File: config.mk
export PLATFORM = sky130hd
export DESIGN_NAME = mbist_checkerboard
export DESIGN_NICKNAME = d
export VERILOG_FILES = /design/src/rtl/mbist_checkerboard.sv
export SDC_FILE = /design/constraint.sdc
export NUM_CORES = 1
export LEC_CHECK = 0
export CORE_MARGIN = 4
export CORE_UTILIZATION = 40
export CTS_BUF_LIST = sky130_fd_sc_hd__clkbuf_16
export DETAILED_ROUTE_END_ITERATION = 12
export DONT_BUFFER_PORTS = 1
export GPL_TIMING_DRIVEN = 1
export HOLD_SLACK_MARGIN = 0.05
export PLACE_DENSITY = 0.61
export SYNTH_ARGS = -nofsm -noshare
export SYNTH_HDL_FRONTEND = slang
export SYNTH_SLANG_ARGS = --single-unit
File: constraint.sdc
create_clock -name clk -period 1.75 [get_ports clk]
set_input_delay 0.2625 -clock clk [delete_from_list [all_inputs] [get_ports clk]]
set_output_delay 0.2625 -clock clk [all_outputs]
set_load 0.1 [all_outputs]
File: src/rtl/mbist_checkerboard.sv
// Checkerboard BIST for a 16x2 SRAM: write P, read P, write ~P, read ~P.
// Read data is checked by a 2-stage pipeline aligned to the SRAM's registered output.
module mbist_checkerboard #(
  parameter bit INVERT_PLANE  = 1'b1,
  parameter bit ABORT_ON_FAIL = 1'b0
) (
  input  logic       clk,
  input  logic       rst_n,
  input  logic       start,
  output logic [3:0] mem_address,
  output logic       mem_we_n,
  output logic       mem_cs_n,
  output logic [1:0] mem_wdata,
  input  logic [1:0] mem_rdata,
  output logic       busy,
  output logic       done,
  output logic       fail,
  output logic [3:0] fail_addr,
  output logic [5:0] fail_count
);

  localparam logic [2:0] ST_IDLE  = 3'd0;
  localparam logic [2:0] ST_W_P   = 3'd1;
  localparam logic [2:0] ST_R_P   = 3'd2;
  localparam logic [2:0] ST_W_N   = 3'd3;
  localparam logic [2:0] ST_R_N   = 3'd4;
  localparam logic [2:0] ST_DRAIN = 3'd5;
  localparam logic [2:0] ST_DONE  = 3'd6;

  localparam logic [3:0] LAST_ADDR  = 4'd15;
  localparam logic [3:0] LAST_DRAIN = 4'd1;

  typedef struct packed {
    logic [3:0] addr;
    logic [1:0] expected;
  } cmp_entry_t;

  logic [2:0]  state;
  logic [2:0]  state_nxt;
  logic [3:0]  addr;
  logic [3:0]  addr_nxt;
  logic        write_nxt;
  logic        read_nxt;
  logic        access_nxt;
  logic [1:0]  wdata_nxt;
  logic [1:0]  expected_nxt;
  logic        start_ok;
  logic        mismatch;
  logic        abort;
  logic        pipe_v1;
  logic        pipe_v2;
  cmp_entry_t  pipe_d1;
  cmp_entry_t  pipe_d2;

  function automatic logic [1:0] pattern_p(input logic [3:0] a);
    logic b0;
    b0 = a[2] ^ a[0];
    return {b0 ^ INVERT_PLANE, b0};
  endfunction

  assign start_ok = ((state == ST_IDLE) || (state == ST_DONE)) && start;
  assign mismatch = pipe_v2 && (mem_rdata != pipe_d2.expected);
  assign abort    = ABORT_ON_FAIL && mismatch;

  // The address counter doubles as the DRAIN cycle counter.
  always_comb begin
    // NOTE: every output gets a default first, so no path can infer a latch.
    state_nxt = state;
    addr_nxt  = addr;
    case (state)
      ST_IDLE, ST_DONE: begin
        if (start) begin
          state_nxt = ST_W_P;
          addr_nxt  = '0;
        end
      end
      ST_W_P: begin
        addr_nxt = addr + 4'd1;
        if (addr == LAST_ADDR) state_nxt = ST_R_P;
      end
      ST_R_P: begin
        addr_nxt = addr + 4'd1;
        if (addr == LAST_ADDR) state_nxt = ST_W_N;
      end
      ST_W_N: begin
        addr_nxt = addr + 4'd1;
        if (addr == LAST_ADDR) state_nxt = ST_R_N;
      end
      ST_R_N: begin
        addr_nxt = addr + 4'd1;
        if (addr == LAST_ADDR) state_nxt = ST_DRAIN;
      end
      ST_DRAIN: begin
        if (addr == LAST_DRAIN) begin
          state_nxt = ST_DONE;
          addr_nxt  = '0;
        end else begin
          addr_nxt = addr + 4'd1;
        end
      end
      default: begin
        state_nxt = ST_IDLE;
        addr_nxt  = '0;
      end
    endcase
    if (abort) begin
      state_nxt = ST_DONE;
      addr_nxt  = '0;
    end
  end

  // Memory command for the cycle being entered, decoded from the next state.
  always_comb begin
    write_nxt    = (state_nxt == ST_W_P) || (state_nxt == ST_W_N);
    read_nxt     = (state_nxt == ST_R_P) || (state_nxt == ST_R_N);
    access_nxt   = write_nxt || read_nxt;
    wdata_nxt    = '0;
    if (state_nxt == ST_W_P) begin
      wdata_nxt = pattern_p(addr_nxt);
    end else if (state_nxt == ST_W_N) begin
      wdata_nxt = ~pattern_p(addr_nxt);
    end
    expected_nxt = (state_nxt == ST_R_N) ? ~pattern_p(addr_nxt) : pattern_p(addr_nxt);
  end

  always_ff @(posedge clk) begin
    // NOTE: non-blocking assignments so every flop samples pre-edge values.
    if (!rst_n) begin
      state       <= ST_IDLE;
      addr        <= '0;
      mem_cs_n    <= 1'b1;
      mem_we_n    <= 1'b1;
      mem_address <= '0;
      mem_wdata   <= '0;
      busy        <= 1'b0;
      done        <= 1'b0;
    end else begin
      state       <= state_nxt;
      addr        <= addr_nxt;
      mem_cs_n    <= ~access_nxt;
      mem_we_n    <= ~write_nxt;
      mem_address <= access_nxt ? addr_nxt : 4'd0;
      mem_wdata   <= wdata_nxt;
      busy        <= (state_nxt != ST_IDLE) && (state_nxt != ST_DONE);
      done        <= (state_nxt == ST_DONE);
    end
  end

  always_ff @(posedge clk) begin
    if (!rst_n) begin
      pipe_v1 <= 1'b0;
      pipe_v2 <= 1'b0;
    end else if (abort) begin
      pipe_v1 <= 1'b0;
      pipe_v2 <= 1'b0;
    end else begin
      pipe_v1 <= read_nxt;
      pipe_v2 <= pipe_v1;
    end
  end

  // NOTE: payload flops carry no reset; the valid bits alone qualify them.
  always_ff @(posedge clk) begin
    pipe_d1.addr     <= addr_nxt;
    pipe_d1.expected <= expected_nxt;
    pipe_d2          <= pipe_d1;
  end

  always_ff @(posedge clk) begin
    if (!rst_n || start_ok) begin
      fail       <= 1'b0;
      fail_addr  <= '0;
      fail_count <= '0;
    end else if (mismatch) begin
      fail       <= 1'b1;
      fail_count <= fail_count + 6'd1;
      if (!fail) fail_addr <= pipe_d2.addr;
    end
  end

endmodule
# == Yosys cells after proc, flatten, opt, wreduce, memory -nomap -nowiden ==
# Index checks and enable logic that the tools add are counted.
# totals
ff_bits,42
inputBits,5
out_inout_bits,21
elab_cells,68
# classes
n_addsub,2
eq_ne,15
n_mux,13
n_bitwise,6
n_reduce_logical,15
# ops
cell,n
$mux W3,6
$pmux W3 S6,1
$eq A3 B3 Y1 const B,5
$eq A3 B2 Y1 const B,4
$pmux W4 S3,1
$mux W4,2
$add A6 B1 Y6 const B,1
$eq A3 B1 Y1 const B,2
$mux W2,3
$logic_or A1 B1 Y1,5
$add A4 B1 Y4 const B,1
$eq A4 B1 Y1 const B,1
$eq A4 B4 Y1 const B,1
$not A1 Y1,4
$reduce_and A2 Y1,2
$reduce_or A4 Y1,1
$logic_and A1 B1 Y1,3
$logic_not A3 Y1,1
$ne A3 B3 Y1 const B,1
$reduce_bool A3 Y1,1
$ne A2 B2 Y1,1
$not A2 Y2,1
$reduce_or A2 Y1,1
$logic_not A1 Y1,1
$xor A1 B1 Y1,1

# == Longest topological paths before layout ==
# depth
depth_word,8
ltp_mapped,7
depth_no_buf,7

# == Worst setup path before layout ==
# OpenSTA, ideal clock, no wires.
# synth_timing
kind,reg-to-reg
from,register fail_count[0]
to,register fail_count[5]
setup_ps,67
t_arrival_ps,1677
required_time_ps,1683
slack_ps,7
stages_incl_launch_ff,5
path_buffers,0
period_less_slack_ps,1743
cell_sequence,dfxtp_1 and3_1 nand4_1 xor2_1 nor2_1
# synth_between
elab_chain_len,1
# synth_rtl
item,line_no,source
start: declaration,19,output logic [5:0] fail_count
start signal: assignment,176,fail_count <= fail_count + 6'd1;
$add A6 B1 Y6,176,
# No other way between the ends.
# A chain may end at the register's enable or synchronous reset.

# == Worst setup path in the final report ==
# layout_timing
from,register addr[1]
to,register mem_wdata[0]
# layout_between
elab_chain_len,7
word_cells_on_any_way,17
cone_classes,add/sub (1); eq/ne (4); mux (10); bitwise (2)
# layout_rtl
item,line_no,source
start: declaration,40,logic [3:0] addr;
start signal: assignment,139,addr <= addr_nxt;
$eq A4 B1 Y1 *,94,if (addr == LAST_DRAIN) begin
$mux W4 *,94,
$pmux W4 S3 *,70,case (state)
via addr_nxt[0],41,logic [3:0] addr_nxt;
$xor A1 B1 Y1 *,57,b0 = a[2] ^ a[0];
$not A2 Y2,121,wdata_nxt = ~pattern_p(addr_nxt);
$mux W2,120,end else if (state_nxt == ST_W_N) begin
$mux W2 *,118,if (state_nxt == ST_W_P) begin
end signal: assignment,143,mem_wdata <= wdata_nxt;
end: declaration,13,"output logic [1:0] mem_wdata,"
# The timed path passes the listed nets; every way through them passes the cells marked *.

==> impl_metrics.ini <==
[detailed_routing]
wirelength_um = 3600
firstDrtPassIters = 4
vias = 1333
ant_nets = 0
first_iter_violations = 38
drc = 0
via_per_inst = 5.030
wl_per_cell_um = 13.58

[yosys]
ys.flop_type = dfxtp_1
synthArstFlopShare_pct = 0
ys_ff_latch = 42
syn_nets = 183
yosysWarnings = 0
ys_seq_area_share_pct = 48.84
synth.distinct_cells = 40
syn-mean-instance-area_um2 = 9.838
synth_edf_count = 0
syn_inst = 175
synthesis.area_um2 = 1722

[sta]
finalCritPeriodShare_pct = 95.51
period_minus_slack_ns = 1.671
hold_violations = 0
holdWs_ns = 0.05652
tightest_slew_ns = 0.4188
max_freq_ghz = 0.5983
finClkSkew_ns = 0.003227
layout_setup_ws_ns = 0.07862
maxSlewViolCount = 0
relSlewSlack_pct = 72.03
setup_viol = 0

[clock_tree]
clk_pin_slew_worst_paths_ns = 0.06
hold_buffers = 0
ctsHtreeMaxLevel = 2
numCtsBuffers = 5
cts_tree = yes
cts-root-buf = clkbuf_16
cts_num_sinks = 42
clkLatencyLatePin_ns = 0.28
clockBufferDepth = 2

[placement]
placed_cells = 255
port_buffers = 0
gp_congestion = 0.8721
place_area_um2 = 2029
place_ws_ns = -0.04228
dpl.hpwl_um = 2707

[grt]
antenna_found_initial = 0
grtUsageTotal_pct = 13.95
grt_pass1_wl_um = 5913
gr-usage-met2_pct = 23.33
grtUsageMet1_pct = 17.22
gr-total-overflow = 0
grt_max_degree = 16
first_global_vias = 1305
met3_usage_pct = 3.694
grt-busiest-layer = met2

[power_and_ir_drop]
p_sw_share_pct = 25.77
p_sw_uw = 559.6
p_per_area_nw_per_um2 = 974.0
p_int_mw = 1.612
pwr-share-clk_pct = 41.9
vdd_drop_max_mv = 0.4982
share_seq_of_total_power_pct = 46.4
p_comb_share_pct = 11.7
p_leak_nw = 0.9138

[critical_path]
rr_worst_depth = 7
regToRegStartpoint = addr[1]
cp_slowest_cell = a211oi_4
cp_top_family = simple AND/OR/NAND/NOR gates
crit_path_max_fanout = 4
start_kind = flip-flop
r2r_slack_ns = 0.08
worstPathArrival_ns = 1.88
regToRegEndpoint = mem_wdata[0]
cp-end-kind = flip-flop
crit_type = flip-flop to flip-flop
crit_path_cell_trace = inv_2 > ha_4 > and4bb_2 > or3_4 > nand4_4 > a211oi_4 > mux2i_1
slowest_delay_ns = 0.35
cp.required_ns = 1.96
crit_buf_inv = 1

[floorplan]
die_x_um = 73.61
io_pins = 26
core_um2 = 4086
die_h_um = 73.61
fp.dieArea_um2 = 5418
start_util_pct = 42.13
row_count = 23

[final_layout]
final_cells = 265
nNetsFinal = 222
multi_input_area_um2 = 828.3
design_area_um2 = 2230
area_delta_synth_final_pct = 29.51
layout-drive-gt1-share_pct = 32.09
diodes = 0
utilization_pct = 54.56
fillers = 382
ff_latch_area_um2 = 844.6

[min_path]
min_path_cells = 1
hold_class = input port to flip-flop
holdPathEnd = mem_we_n
hold_start = rst_n

[run_status]
status = completed

[job]
drv_cap = 0
## cells in the mapped netlist (all sizes together) (2+ instances only)
| master | instances | area, um^2 |
|---|---|---|
| o22ai | 3 | 18.77 |
| dfxtp | 42 | 840.8 |
| o21ai | 5 | 25.02 |
| nand2b | 3 | 18.77 |
| xor2 | 7 | 68.82 |
| mux2i | 7 | 70.07 |
| a21boi | 2 | 18.77 |
| buf | 4 | 32.53 |
| a211oi | 6 | 62.56 |
| inv | 8 | 30.03 |
| a21oi | 7 | 35.03 |
| and3 | 2 | 12.51 |
| nor2b | 5 | 31.28 |
| clkbuf | 6 | 22.52 |
| nor2 | 24 | 90.09 |
| and2 | 4 | 25.02 |
| nand3 | 5 | 25.02 |
| nand2 | 8 | 30.03 |
| nor3 | 4 | 20.02 |
| nand4 | 4 | 40.04 |
| xnor2 | 5 | 43.79 |
| ha | 3 | 37.54 |
## worst register-to-register path: stages, from the launching register on
cell      delay (ns)
dfxtp_2         0.33
inv_2           0.07
ha_4            0.12
and4bb_2        0.27
or3_4           0.15
nand4_4         0.10
a211oi_4        0.35
mux2i_1         0.22
## registers in the layout, summed over array words and instances (netlist names), 2 cells and up
| register | flops |
|---|---|
| addr | 4 |
| mem_address | 4 |
| pipe_d2 | 6 |
| fail_count | 6 |
| pipe_d1 | 6 |
| fail_addr | 4 |
| mem_wdata | 2 |
| state | 3 |
## cell usage in the layout (no fill, tap or decap), drive strengths merged, types with 6 or more instances in the layout
master	netlist	routed
a21oi	7	7
nor2	24	24
xor2	7	7
mux2i	7	7
nand2	8	8
a211oi	6	6
buf	4	42
inv	8	9
dfxtp	42	42
## cells by family after synthesis
family / count (synthesis) / synth area share (%)
flip-flops: 42 / 48.84
adder cells (fa/ha/maj): 3 / 2.180
AO/OA/AOI/OAI: 28 / 12.21
multiplexers: 8 / 4.724
XOR/XNOR: 12 / 6.541
buffers and inverters: 18 / 4.942
AND/OR/NAND/NOR: 64 / 20.57
## routing by layer
metal / up-vias / wire length, um
li1: 670 / -
met1: 613 / 1554
met2: 43 / 1761
met3: 7 / 228
met4: 0 / 56
met5: - / 0
## per-stage QoR
step,power (mW),TNS (ns)
final,2.172,0
after global routing,2.257,-0.004961
after CTS,2.178,0
after detailed placement,1.268,-0.1040
after global placement,1.264,-0.03257
after floorplan,1.214,0
## timing repair
item	4_1_cts	5_1_grt
resized for setup	6	6
setup endpoints to repair	4	11
buffers inserted	0	2
pin swaps	5	3
## how the worst max path moves through the flow
stage / startpoint / endpoint / slack, ns / cells after the start
after floorplan: fail_count[0] / fail_count[5] / 0.007 / 4
final: addr[1] / mem_wdata[0] / 0.08 / 7
after global routing: addr[1] / mem_wdata[0] / -0.005 / 7
after global placement: state[1] / mem_wdata[1] / -0.02 / 5
after CTS: addr[0] / mem_wdata[0] / 0.02 / 6
after detailed placement: addr[1] / pipe_d1[1] / -0.04 / 7
## power by group through the flow
stage,Sequential [mW],Clock (mW),Combinational [mW]
6_report,1.01,0.909,0.254
5_1_grt,1.01,0.976,0.269
4_1_cts,1.01,0.925,0.245
3_5_place_dp,1.03,0,0.240
3_3_place_gp,1.03,0,0.236
2_1_floorplan,1.11,0,0.109
## cell type report
| type | count | share of cell area, % |
|---|---|---|
| multi-input combinational | 115 | 37.15 |
| clock inverter | 3 | 1.066 |
| inverter | 8 | 1.347 |
| sequential | 42 | 37.88 |
| clock buffer | 5 | 5.612 |
| tap | 50 | 2.806 |
| timing repair buffer | 42 | 14.14 |
(Power assumes the default switching activity.)
==> RTL change: new RTL, config.mk and constraints unchanged <==
Set the parameter `INVERT_PLANE` to 1'b0 (it was 1'b1).
--- a/src/rtl/mbist_checkerboard.sv
+++ b/src/rtl/mbist_checkerboard.sv
@@ -1,7 +1,7 @@
 // Checkerboard BIST for a 16x2 SRAM: write P, read P, write ~P, read ~P.
 // Read data is checked by a 2-stage pipeline aligned to the SRAM's registered output.
 module mbist_checkerboard #(
-  parameter bit INVERT_PLANE  = 1'b1,
+  parameter bit INVERT_PLANE  = 1'b0,
   parameter bit ABORT_ON_FAIL = 1'b0
 ) (
   input  logic       clk,
Formal check against the unedited RTL: not equivalent (Yosys sat finds a counterexample within 4 cycles, from zero or initial values and one cycle with rst_n low).
==> RTL change against the unedited design <==
  * The flow now finishes with violations (negative setup slack)
  * Routed wire length decreased by 9.1%
  * Worst setup slack got worse by 0.18 ns
  * Total power is 8.3% lower
  * Area after synthesis down 6.4%
  * Final area fell by 3.8%
  * Sequential cell count fell by 3
  * Fmax down 9.8%
  * Largest cell class is now multi-input gates
  * Largest power group unchanged
==> RTL change: results (changes against the unedited design) <==
| Metric | Value |
|---|---|
| Switching pwr | 482 uW (was 560 uW) |
| Pleak | 0.000900 uW (was 0.000914 uW) |
| Clk_skew | 0.00479 ns (was 0.00323 ns) |
| Worst-Margin Slew | 0.441 ns (was 0.419 ns) |
| Setup bufs post-CTS | 0 (unchanged) |
| Final WL | 3.27 mm (was 3.60 mm) |
| Setup violations, final | 2 (was 0) |
| DP Area | 1940 um^2 (was 2030 um^2) |
| Setup ws final | -0.103 ns (was 0.0786 ns) |
| GRT met2 Usage | 0.215 (was 0.233) |
| Met1 usage | 0.151 (was 0.172) |
| Net Count, Synth | 174 (was 183) |
| Share of layout cells above drive strength 1 | 0.355 (was 0.321) |
| Final net count | 210 (was 222) |
| Seq/Total Area, Yosys | 0.484 (was 0.488) |
| Post-cts resize count | 1 (was 6) |
| VDD IR-drop max | 0.000383 V (was 0.000498 V) |
| Status | complete, but fails checks (was completed) |
| First-pass GRT wire length | 5.31 mm (was 5.91 mm) |
| Total number of vias | 1268 (was 1333) |
| TritonRoute pass-1 iters | 4 (unchanged) |
| Maximum number of pins on one net before global-route repair | 14 (was 16) |
| Multiplexer share of the synthesized area | 0.0497 (was 0.0472) |
| Top flop regs | fail_count: 6 flops, pipe_d1: 5 flops, pipe_d2: 5 flops (was fail_count: 6 flops, pipe_d1: 6 flops, pipe_d2: 6 flops) |
| Syn Area/Cell | 9.71 um^2 (was 9.84 um^2) |
| Met3 Track Usage GR | 0.0407 (was 0.0369) |
| Hold Slack | 0.105 ns (was 0.0565 ns) |
| GRT Util Overall | 0.132 (was 0.139) |
| CP Data Arrival Time | 2.05 ns (was 1.88 ns) |
| Pre-CTS WS | -0.139 ns (was -0.0423 ns) |
| Avg Vias per Cell | 5.05 (was 5.03) |
| Violated checks | negative setup slack |
| Adder-Cell Fraction of Synth Area | 0.0233 (was 0.0218) |
| Compound-gate portion of the synthesized area | 0.102 (was 0.122) |
| Commonest cells post-synth | 39 x dfxtp_1, 20 x nor2_1, 8 x mux2i_1, 8 x nand2_1, 7 x nor3_1 (was 42 x dfxtp_1, 24 x nor2_1, 8 x inv_1, 8 x nand2_1) |
| XOR/XNOR Fraction of Synth Area | 0.0536 (was 0.0654) |
| 1st-iter DRT viols | 28 (was 38) |
| Post-DP HPWL | 2.44 mm (was 2.71 mm) |
-- RTL change: through the flow --
step,setup TNS [ns],util
final,-0.139,0.569
after global routing,-0.300,0.569
after detailed placement,-0.139,0.516
after floorplan,-0.0920,-
after CTS,-0.0859,0.555
after global placement,-0.109,0.516
-- RTL change: area by class of cell --
cell class / instances / area (um^2)
inverter: 6 / 22.5
tap: 48 / 60.1
clock inverter: 3 / 20.0
clock buffer: 5 / 125
multi-input combinational: 111 / 818
sequential: 39 / 790
timing repair buffer: 39 / 309
fill: 329 / 1630
-- RTL change: metal layers --
layer	up-vias	wire length (um)	share of wire
met5	-	0	0
met4	0	98	0.030
met3	11	184	0.056
met2	29	1600	0.49
met1	589	1390	0.42
li1	639	-	-
-- RTL change: worst max-delay path, stage by stage, from the launching register on --
cell     delay [ns]
dfxtp_2        0.35
inv_2          0.05
ha_4           0.14
nor3b_4        0.15
a311o_1        0.35
or4_4          0.44
nand3_4        0.11
mux2i_1        0.17
